### src/rtl/imem_ctrl_pkg.sv
// Shared encodings and constants for the instruction-memory run controller.
package imem_ctrl_pkg;

    typedef enum logic [1:0] {
        ST_IDLE   = 2'b00,
        ST_LOAD   = 2'b01,
        ST_RUN    = 2'b10,
        ST_HALTED = 2'b11
    } state_t;

    localparam logic [31:0] HALT_INSN_C = 32'h0000_0073;
    localparam logic [31:0] NOP_INSN_C  = 32'h0000_0013;
    localparam logic [6:0]  OPC_SYSTEM  = 7'h73;

endpackage

### src/rtl/imem_run_ctrl.sv
// Sequences program load, run, halt and resume of the single-cycle core around
// a writable instruction memory; sole owner of the memory port.
module imem_run_ctrl
    import imem_ctrl_pkg::*;
#(
    parameter int          ADDR_W    = 6,
    parameter logic [31:0] HALT_INSN = HALT_INSN_C,
    parameter logic [31:0] NOP_INSN  = NOP_INSN_C
) (
    input  logic              clk,
    input  logic              rst,
    input  logic [31:0]       pc_i,
    output logic [31:0]       fetch_instr_o,
    output logic              pc_en_o,
    output logic              wb_en_o,
    output logic [ADDR_W-1:0] mem_addr_o,
    output logic [31:0]       mem_wdata_o,
    output logic              mem_we_o,
    input  logic [31:0]       mem_rdata_i,
    input  logic              ld_start_i,
    input  logic              ld_valid_i,
    input  logic              ld_last_i,
    input  logic [31:0]       ld_data_i,
    output logic              ld_ready_o,
    input  logic              run_i,
    output logic [1:0]        state_o,
    output logic              halted_o,
    output logic              fault_o,
    output logic [ADDR_W:0]   load_count_o,
    output logic [31:0]       instr_count_o
);

    localparam logic [ADDR_W:0] DEPTH    = {1'b1, {ADDR_W{1'b0}}};
    localparam logic [ADDR_W:0] LC_ONE   = {{ADDR_W{1'b0}}, 1'b1};
    localparam logic [ADDR_W:0] LAST_IDX = DEPTH - LC_ONE;

    state_t            state_r;
    logic [ADDR_W:0]   load_count_r;
    logic [31:0]       instr_count_r;
    logic              fault_r;
    logic              skip_r;

    logic              pc_fault_s;
    logic              halt_word_s;
    logic              halt_hit_s;
    logic              ld_ready_s;
    logic              beat_s;
    logic              retire_s;

    // An unaligned PC or one beyond the memory window cannot be fetched.
    assign pc_fault_s  = (pc_i[1:0] != 2'b00) || (pc_i[31:ADDR_W+2] != '0);
    assign halt_word_s = (mem_rdata_i == HALT_INSN);
    assign halt_hit_s  = halt_word_s && !skip_r;
    assign ld_ready_s  = (state_r == ST_LOAD) && (load_count_r < DEPTH);
    assign beat_s      = ld_valid_i && ld_ready_s;
    assign retire_s    = (state_r == ST_RUN) && !pc_fault_s && !halt_hit_s;

    // Same-cycle steering of the memory port and the core enables.
    always_comb begin
        fetch_instr_o = NOP_INSN;
        pc_en_o       = 1'b0;
        wb_en_o       = 1'b0;
        mem_addr_o    = pc_i[ADDR_W+1:2];
        mem_wdata_o   = ld_data_i;
        mem_we_o      = 1'b0;
        case (state_r)
            ST_LOAD: begin
                mem_addr_o = load_count_r[ADDR_W-1:0];
                mem_we_o   = beat_s;
            end
            ST_RUN: begin
                if (retire_s) begin
                    // A resumed HALT word is stepped over as a NOP.
                    fetch_instr_o = halt_word_s ? NOP_INSN : mem_rdata_i;
                    pc_en_o       = 1'b1;
                    wb_en_o       = 1'b1;
                end else begin
                    fetch_instr_o = NOP_INSN;
                end
            end
            default: begin
                fetch_instr_o = NOP_INSN;
            end
        endcase
    end

    assign ld_ready_o    = ld_ready_s;
    assign state_o       = state_r;
    assign halted_o      = (state_r == ST_HALTED);
    assign fault_o       = fault_r;
    assign load_count_o  = load_count_r;
    assign instr_count_o = instr_count_r;

    // Control state machine with load/retire counters and sticky fault.
    always_ff @(posedge clk or posedge rst) begin
        if (rst) begin
            state_r       <= ST_IDLE;
            load_count_r  <= '0;
            instr_count_r <= 32'd0;
            fault_r       <= 1'b0;
            skip_r        <= 1'b0;
        end else begin
            case (state_r)
                ST_IDLE: begin
                    if (ld_start_i) begin
                        state_r       <= ST_LOAD;
                        load_count_r  <= '0;
                        instr_count_r <= 32'd0;
                        fault_r       <= 1'b0;
                        skip_r        <= 1'b0;
                    end else if (run_i) begin
                        state_r <= ST_RUN;
                    end
                end
                ST_LOAD: begin
                    if (beat_s) begin
                        load_count_r <= load_count_r + LC_ONE;
                        if (ld_last_i || (load_count_r == LAST_IDX)) begin
                            state_r <= ST_IDLE;
                        end
                    end
                end
                ST_RUN: begin
                    skip_r <= 1'b0;
                    if (pc_fault_s) begin
                        fault_r <= 1'b1;
                        state_r <= ST_HALTED;
                    end else if (halt_hit_s) begin
                        state_r <= ST_HALTED;
                    end else if (instr_count_r != 32'hFFFF_FFFF) begin
                        instr_count_r <= instr_count_r + 32'd1;
                    end
                end
                ST_HALTED: begin
                    if (ld_start_i) begin
                        state_r       <= ST_LOAD;
                        load_count_r  <= '0;
                        instr_count_r <= 32'd0;
                        fault_r       <= 1'b0;
                        skip_r        <= 1'b0;
                    end else if (run_i && !fault_r) begin
                        state_r <= ST_RUN;
                        skip_r  <= 1'b1;
                    end
                end
                default: begin
                    state_r <= ST_IDLE;
                end
            endcase
        end
    end

endmodule

### config.mk
export PLATFORM = sky130hd
export DESIGN_NAME = imem_run_ctrl
export DESIGN_NICKNAME = d
export VERILOG_FILES = /design/src/rtl/imem_ctrl_pkg.sv /design/src/rtl/imem_run_ctrl.sv
export SDC_FILE = /design/constraint.sdc
export NUM_CORES = 1
export LEC_CHECK = 0
export BUFFER_PORTS_ARGS = -buffer_cell sky130_fd_sc_hd__buf_2
export CAP_MARGIN = 10
export CORE_MARGIN = 4
export CORE_UTILIZATION = 40
export DETAILED_ROUTE_END_ITERATION = 8
export HOLD_SLACK_MARGIN = 0.02
export PLACE_DENSITY = 0.76
export SLEW_MARGIN = 15
export SYNTH_ARGS = -nofsm -noshare
export SYNTH_HDL_FRONTEND = slang
export SYNTH_SLANG_ARGS = --single-unit
### constraint.sdc
create_clock -name clk -period 2.84 [get_ports clk]
set_clock_uncertainty 0.2 [all_clocks]
set_input_delay 0.426 -clock clk [delete_from_list [all_inputs] [get_ports clk]]
set_output_delay 0.426 -clock clk [all_outputs]
set_load 0.05 [all_outputs]
==> results of run 1 <==
-- where the power goes --
group          total (mW)  leakage, nW  switching (mW)  internal (mW)
Clock               0.401       0.0412           0.229          0.172
Combinational        1.50         1.52           0.954          0.544
Sequential          0.718        0.593          0.0563          0.662
-- cell usage after synthesis (all sizes together), types with 5 or more instances --
master	number	area [sq um]
o21ai	25	125
clkbuf	8	30.0
nand3	13	65.1
dfrtp	43	1080
a31oi	6	52.6
nor3	9	61.3
nor4	14	100
mux2	7	78.8
inv	10	37.5
nand4	16	106
and3	11	68.8
xnor2	5	43.8
nand2	38	145
buf	43	330
and2	33	206
a21oi	16	80.1
o31ai	9	67.6
nor2	20	82.6
mux2i	5	50.1
ha	6	75.1
and4	6	57.6
-- cell type report --
| type | instances | area (sq um) |
|---|---|---|
| inverter | 10 | 37.5 |
| timing repair buffer | 175 | 1030 |
| sequential | 43 | 1080 |
| clock inverter | 2 | 12.5 |
| fill | 782 | 3780 |
| clock buffer | 6 | 72.6 |
| tap | 105 | 131 |
| multi-input combinational | 291 | 2030 |
-- repair_timing --
item,4_1_cts,5_1_grt
pin swaps,3,2
buffers inserted,3,1
hold buffers,0,0
gates resized for setup,25,28
gates cloned,3,0
endpoints found under the setup margin,34,35
-- routing by layer --
metal | up-vias | GRT usage (%)
li1 | 1676 | -
met1 | 1662 | 24.5
met2 | 144 | 37.0
met3 | 34 | 4.56
met4 | 0 | 9.03
met5 | - | 0
-- per-stage QoR --
step | utilization [%] | std cells | setup slack, ns | hold WS (ns)
after detailed placement | 49.8 | 617 | -0.193 | 0.309
after CTS | 52.7 | 631 | -0.0144 | 0.0808
after global routing | 53.7 | 632 | -0.0735 | 0.115
after global placement | 49.8 | 617 | -0.0842 | 0.297
after floorplan | - | 392 | 0.0181 | 0.347
final | 53.7 | 632 | 0.00948 | 0.0586
-- worst paths after layout --
path / startpoint / endpoint / slack [ns]
hold / removal: rst / load_count_o[1] / 0.06
setup reg to reg: state_o[0] / instr_count_o[3] / 0.10
setup / recovery: state_o[0] / fetch_instr_o[0] / 0.009
min in group clk: ld_start_i / skip_r / 0.24
max in group asynchronous: rst / state_o[1] / 1.98
hold reg to reg: instr_count_o[29] / instr_count_o[29] / 0.32
-- kinds of logic after synthesis --
group / Yosys count
flip-flops: 43
AO/OA/AOI/OAI: 82
multiplexers: 12
AND/OR/NAND/NOR: 180
adder cells (fa/ha/maj): 6
buffers and inverters: 61
XOR/XNOR: 8
-- flip-flops by register name, summed over array words and instances, names as in the netlist --
signal,cells
instr_count_o,32
load_count_o,7
state_o,2
fault_o,1
skip_r,1
-- worst max-delay path: stages (launching register included) --
cell     delay (ns)
dfrtp_2        0.42
inv_2          0.08
ha_4           0.14
nor4b_4        0.20
and4_4         0.30
nand2_8        0.09
buf_6          0.14
or3_4          0.38
buf_8          0.16
==> impl_metrics.ini, run 1 <==
[worst_setup_path]
path_max_fanout = 5
path_class = reg -> out
arrival_ns = 2.20
start_kind = flop
crit_required_ns = 2.21
cp-end-kind = primary output
reg2reg_depth = 12

[grt]
overflow = 0
antenna_found_initial = 0
grtUsageTotal_pct = 21.0
grt_max_degree = 44
grt_pass1_vias = 3518
grt_pass1_wl_microns = 17100

[placed_design]
hpwl_microns = 8040
gp_congestion = 0.855
port_buffers = 154
dpl-instance-area_sq_mm = 0.00407

[logic_synthesis]
yosys_warnings = 0
synth_top_family_by_area = simple AND/OR/NAND/NOR gates
syn_nets = 500
postSynthAreaPerCell_sq_um = 8.55
yosysSeqAreaShare_pct = 32.1
syn_inst = 392
ys_ff_latch = 43
ys_async_sr_fraction_pct = 100
synth_compound_area_share_pct = 16.6
ys_types = 58
synth_xor_area_share_pct = 2.09
synthAdderAreaFrac_pct = 2.24
synth_edf_count = 0
synth_ff_type = dfrtp_1
synthMuxAreaShare_pct = 3.84
synth-simple-area-share_pct = 31.2
syn_area_sq_mm = 0.00335

[cells_and_area]
area_delta_synth_final_pct = 30.9
drive_gt1_share_pct = 46.1
final_nets = 634
num_antenna_cells = 0
final_area_sq_mm = 0.00439
final_cell_mix = 128 x buf_2, 41 x dfrtp_1, 36 x nand2_1, 23 x o21ai_0, 22 x clkbuf_4
final_common_cell = buf_2

[routing]
viasPerCell = 5.56
drc = 0
antenna_left = 0
routedLengthMet1_microns = 4280
drt-pass1-iter-count = 4
wl_met3_microns = 702
highest_layer = met4
wl_met2_microns = 5510
drt_wl_total_microns = 10800
drtIter0Drc = 174
vias = 3516
wire_per_inst_microns = 17.1

[die]
rows = 33
dieArea_sq_mm = 0.00991
io_pins = 219
die_h_microns = 99.6
start_util_pct = 41.0
die_w_microns = 99.6
core_area_sq_mm = 0.00818

[timing]
tightest_slew_ns = 0.572
fmax_ghz = 0.353
slew_viol_final = 0
period_share_pct = 99.7
setup_viol = 0
maxSlewHeadroom_pct = 61.8
tns_ns = 0
hold_violations = 0
rsz0062_at_grt = true
final.min_clock_period_ns = 2.83

[clocking]
cts_buffer_depth = 2
clk_pin_slew_ns = 0.09
ctsHtreeMaxLevel = 2
root_buffer = clkbuf_8
clkSinkCount = 43
cts_tree = built
clk_latency_ns = 0.30
cts_buffers = 5

[pwr]
power.density_mw_per_mm2 = 596
leakage_nw = 2.16
p_total_mw = 2.62
peakVddDrop_mv = 0.376

[run]
maxCapViolCount = 0

[status]
outcome = completed

[worst_hold_path]
hp-class = in -> async
No activity file was read; power rests on OpenSTA's default activity.
==> run 2: changes to the inputs <==
--- a/config.mk
+++ b/config.mk
@@ -5,13 +5,14 @@
 export SDC_FILE = /design/constraint.sdc
 export NUM_CORES = 1
 export LEC_CHECK = 0
+export ABC_AREA = 1
 export BUFFER_PORTS_ARGS = -buffer_cell sky130_fd_sc_hd__buf_2
 export CAP_MARGIN = 10
 export CORE_MARGIN = 4
 export CORE_UTILIZATION = 40
 export DETAILED_ROUTE_END_ITERATION = 8
 export HOLD_SLACK_MARGIN = 0.02
-export PLACE_DENSITY = 0.76
+export PLACE_DENSITY = 0.73
 export SLEW_MARGIN = 15
 export SYNTH_ARGS = -nofsm -noshare
 export SYNTH_HDL_FRONTEND = slang
==> impl_metrics.ini, run 2 <==
[logic_synthesis]
yosys_warnings = 0
ys_types = 33
synth_top_area_share_pct = 28.1
syn_area_sq_mm = 0.00383
postSynthAreaPerCell_sq_um = 5.96
syn_nets = 751
synth_ff_type = dfrtp_1
syn_inst = 643
synthTopCellsByCount = 189 x nand2_1, 151 x nor2_1, 66 x inv_1
yosysTopAreaCell = dfrtp_1
synth_edf_count = 0
netlist_top_cells_area = dfrtp_1 28%, nand2_1 19%, nor2_1 15%
ys_async_sr_fraction_pct = 100
synthMostInstantiatedCell = nand2_1
ys_ff_latch = 43
yosysSeqAreaShare_pct = 28.1

[clocking]
clk_latency_ns = 0.29
cts-hold-fix-buffers = 0
root_buffer = clkbuf_8
cts_buffers = 5
clkSinkCount = 43
cts_tree = built
ctsHtreeMaxLevel = 2
cts_buffer_depth = 2
clk_pin_slew_ns = 0.08

[die]
io_pins = 219
dieArea_sq_mm = 0.0112
core_area_sq_mm = 0.00928
die_h_microns = 106
die_w_microns = 106
rows = 35
start_util_pct = 41.3

[worst_setup_path]
critical_path.cell_chain = inv_1 -> ha_1 -> buf_4 -> nand3b_1 -> nor2_1 -> nand2_1 -> nor2_2 -> inv_2 -> or2_2 -> buf_2
start_kind = flop
path_class = reg -> out
crit_required_ns = 2.21
cp_top_family = simple AND/OR/NAND/NOR gates
cpMaxStageDelayCell = dfrtp_1
crit_buf_inv = 4
cpPeakStageDelay_ns = 0.40
cp-end-kind = primary output
arrival_ns = 2.07
path_max_fanout = 8

[pwr]
p_total_mw = 2.67
power.density_mw_per_mm2 = 575
leakage_nw = 2.52
peakVddDrop_mv = 0.430

[placed_design]
dp_cells = 887
hpwl_microns = 9690
port_buffers = 154
dp_worst_setup_slack_ns = 0.231
gp_congestion = 0.963

[timing]
slew_viol_final = 0
final.min_clock_period_ns = 2.70
final.setup.worst_slack_ns = 0.140
setup_viol = 0
period_share_pct = 95.1
hold_violations = 0
maxSlewHeadroom_pct = 56.2
tns_ns = 0
tightest_slew_ns = 0.656
fmax_ghz = 0.370

[cells_and_area]
largest_reg_flops = 32
num_antenna_cells = 0
area_delta_synth_final_pct = 21.4
final_common_cell = nand2_1
final_nets = 874
fillers = 1009
seq_area_sq_mm = 0.00108
drive_gt1_share_pct = 26.0
final_cell_mix = 188 x nand2_1, 149 x nor2_1, 137 x buf_2, 64 x inv_1, 43 x dfrtp_1
instances_no_fill = 895
multi_input_comb_area_sq_mm = 0.00217

[grt]
grt_pass1_wl_microns = 19000
overflow = 0
antenna_found_initial = 0
grt_max_degree = 33
grt_pass1_vias = 3911
grtUsageTotal_pct = 20.7

[routing]
antenna_left = 0
vias = 4236
drtIter0Drc = 193
drt-pass1-iter-count = 4
drc = 0
wire_per_inst_microns = 13.4
drt_wl_total_microns = 12000
viasPerCell = 4.73

[worst_hold_path]
hp-class = in -> async

[run]
maxCapViolCount = 0

[status]
outcome = completed
-- run 2: cell families after synthesis --
family,share of synthesized area (%)
AO/OA/AOI/OAI,6.07
adder cells (fa/ha/maj),1.96
buffers and inverters,15.7
AND/OR/NAND/NOR,44.8
XOR/XNOR,3.43
flip-flops,28.1
-- run 2: worst paths after layout --
path / start / depth (start not counted) / slack, ns / endpoint
setup / recovery: state_o[0] / 10 / 0.14 / fetch_instr_o[0]
hold / removal: rst / 2 / 0.004 / load_count_o[2]
setup reg to reg: instr_count_o[0] / 11 / 0.44 / instr_count_o[30]
hold reg to reg: state_o[0] / 2 / 0.31 / state_o[0]
max in group asynchronous: rst / 3 / 1.87 / instr_count_o[7]
min in group clk: ld_start_i / 4 / 0.27 / skip_r
-- run 2: power breakdown --
part | total (mW) | switching, mW | internal, mW
Sequential | 0.727 | 0.0573 | 0.670
Combinational | 1.55 | 1.17 | 0.383
Clock | 0.396 | 0.205 | 0.191
Total | 2.67 | 1.43 | 1.24
-- run 2: cell type report --
type	count	area share, %
flip-flops and latches	43	23.1
clock inverters	1	0.108
multi-input cells	481	46.6
repair buffers	164	19.2
well taps	129	3.47
inverters	71	5.73
clock buffers	6	1.78
-- run 2: stage by stage --
stage	hold WS (ns)	instance area, sq um	utilization (%)
2_1_floorplan	0.318	3840	-
3_3_place_gp	0.313	4500	48.5
3_5_place_dp	0.317	4500	48.5
4_1_cts	0.0794	4600	49.5
5_1_grt	0.0593	4650	50.1
6_report	0.00364	4650	50.1
-- run 2: metal layers --
layer	track usage, %	vias up	part of all wire, %
met3	6.00	13	8.8
li1	-	2196	-
met2	37.4	163	49
met4	3.05	0	0.90
met5	0	-	0
met1	24.8	1864	41
-- run 2: repair_timing --
item | in CTS | in global routing
endpoints found under the setup margin | 3 | 29
buffers inserted | 0 | 1
endpoints found under the hold margin | 0 | 0
pin swaps | 0 | 1
gates resized for setup | 3 | 25
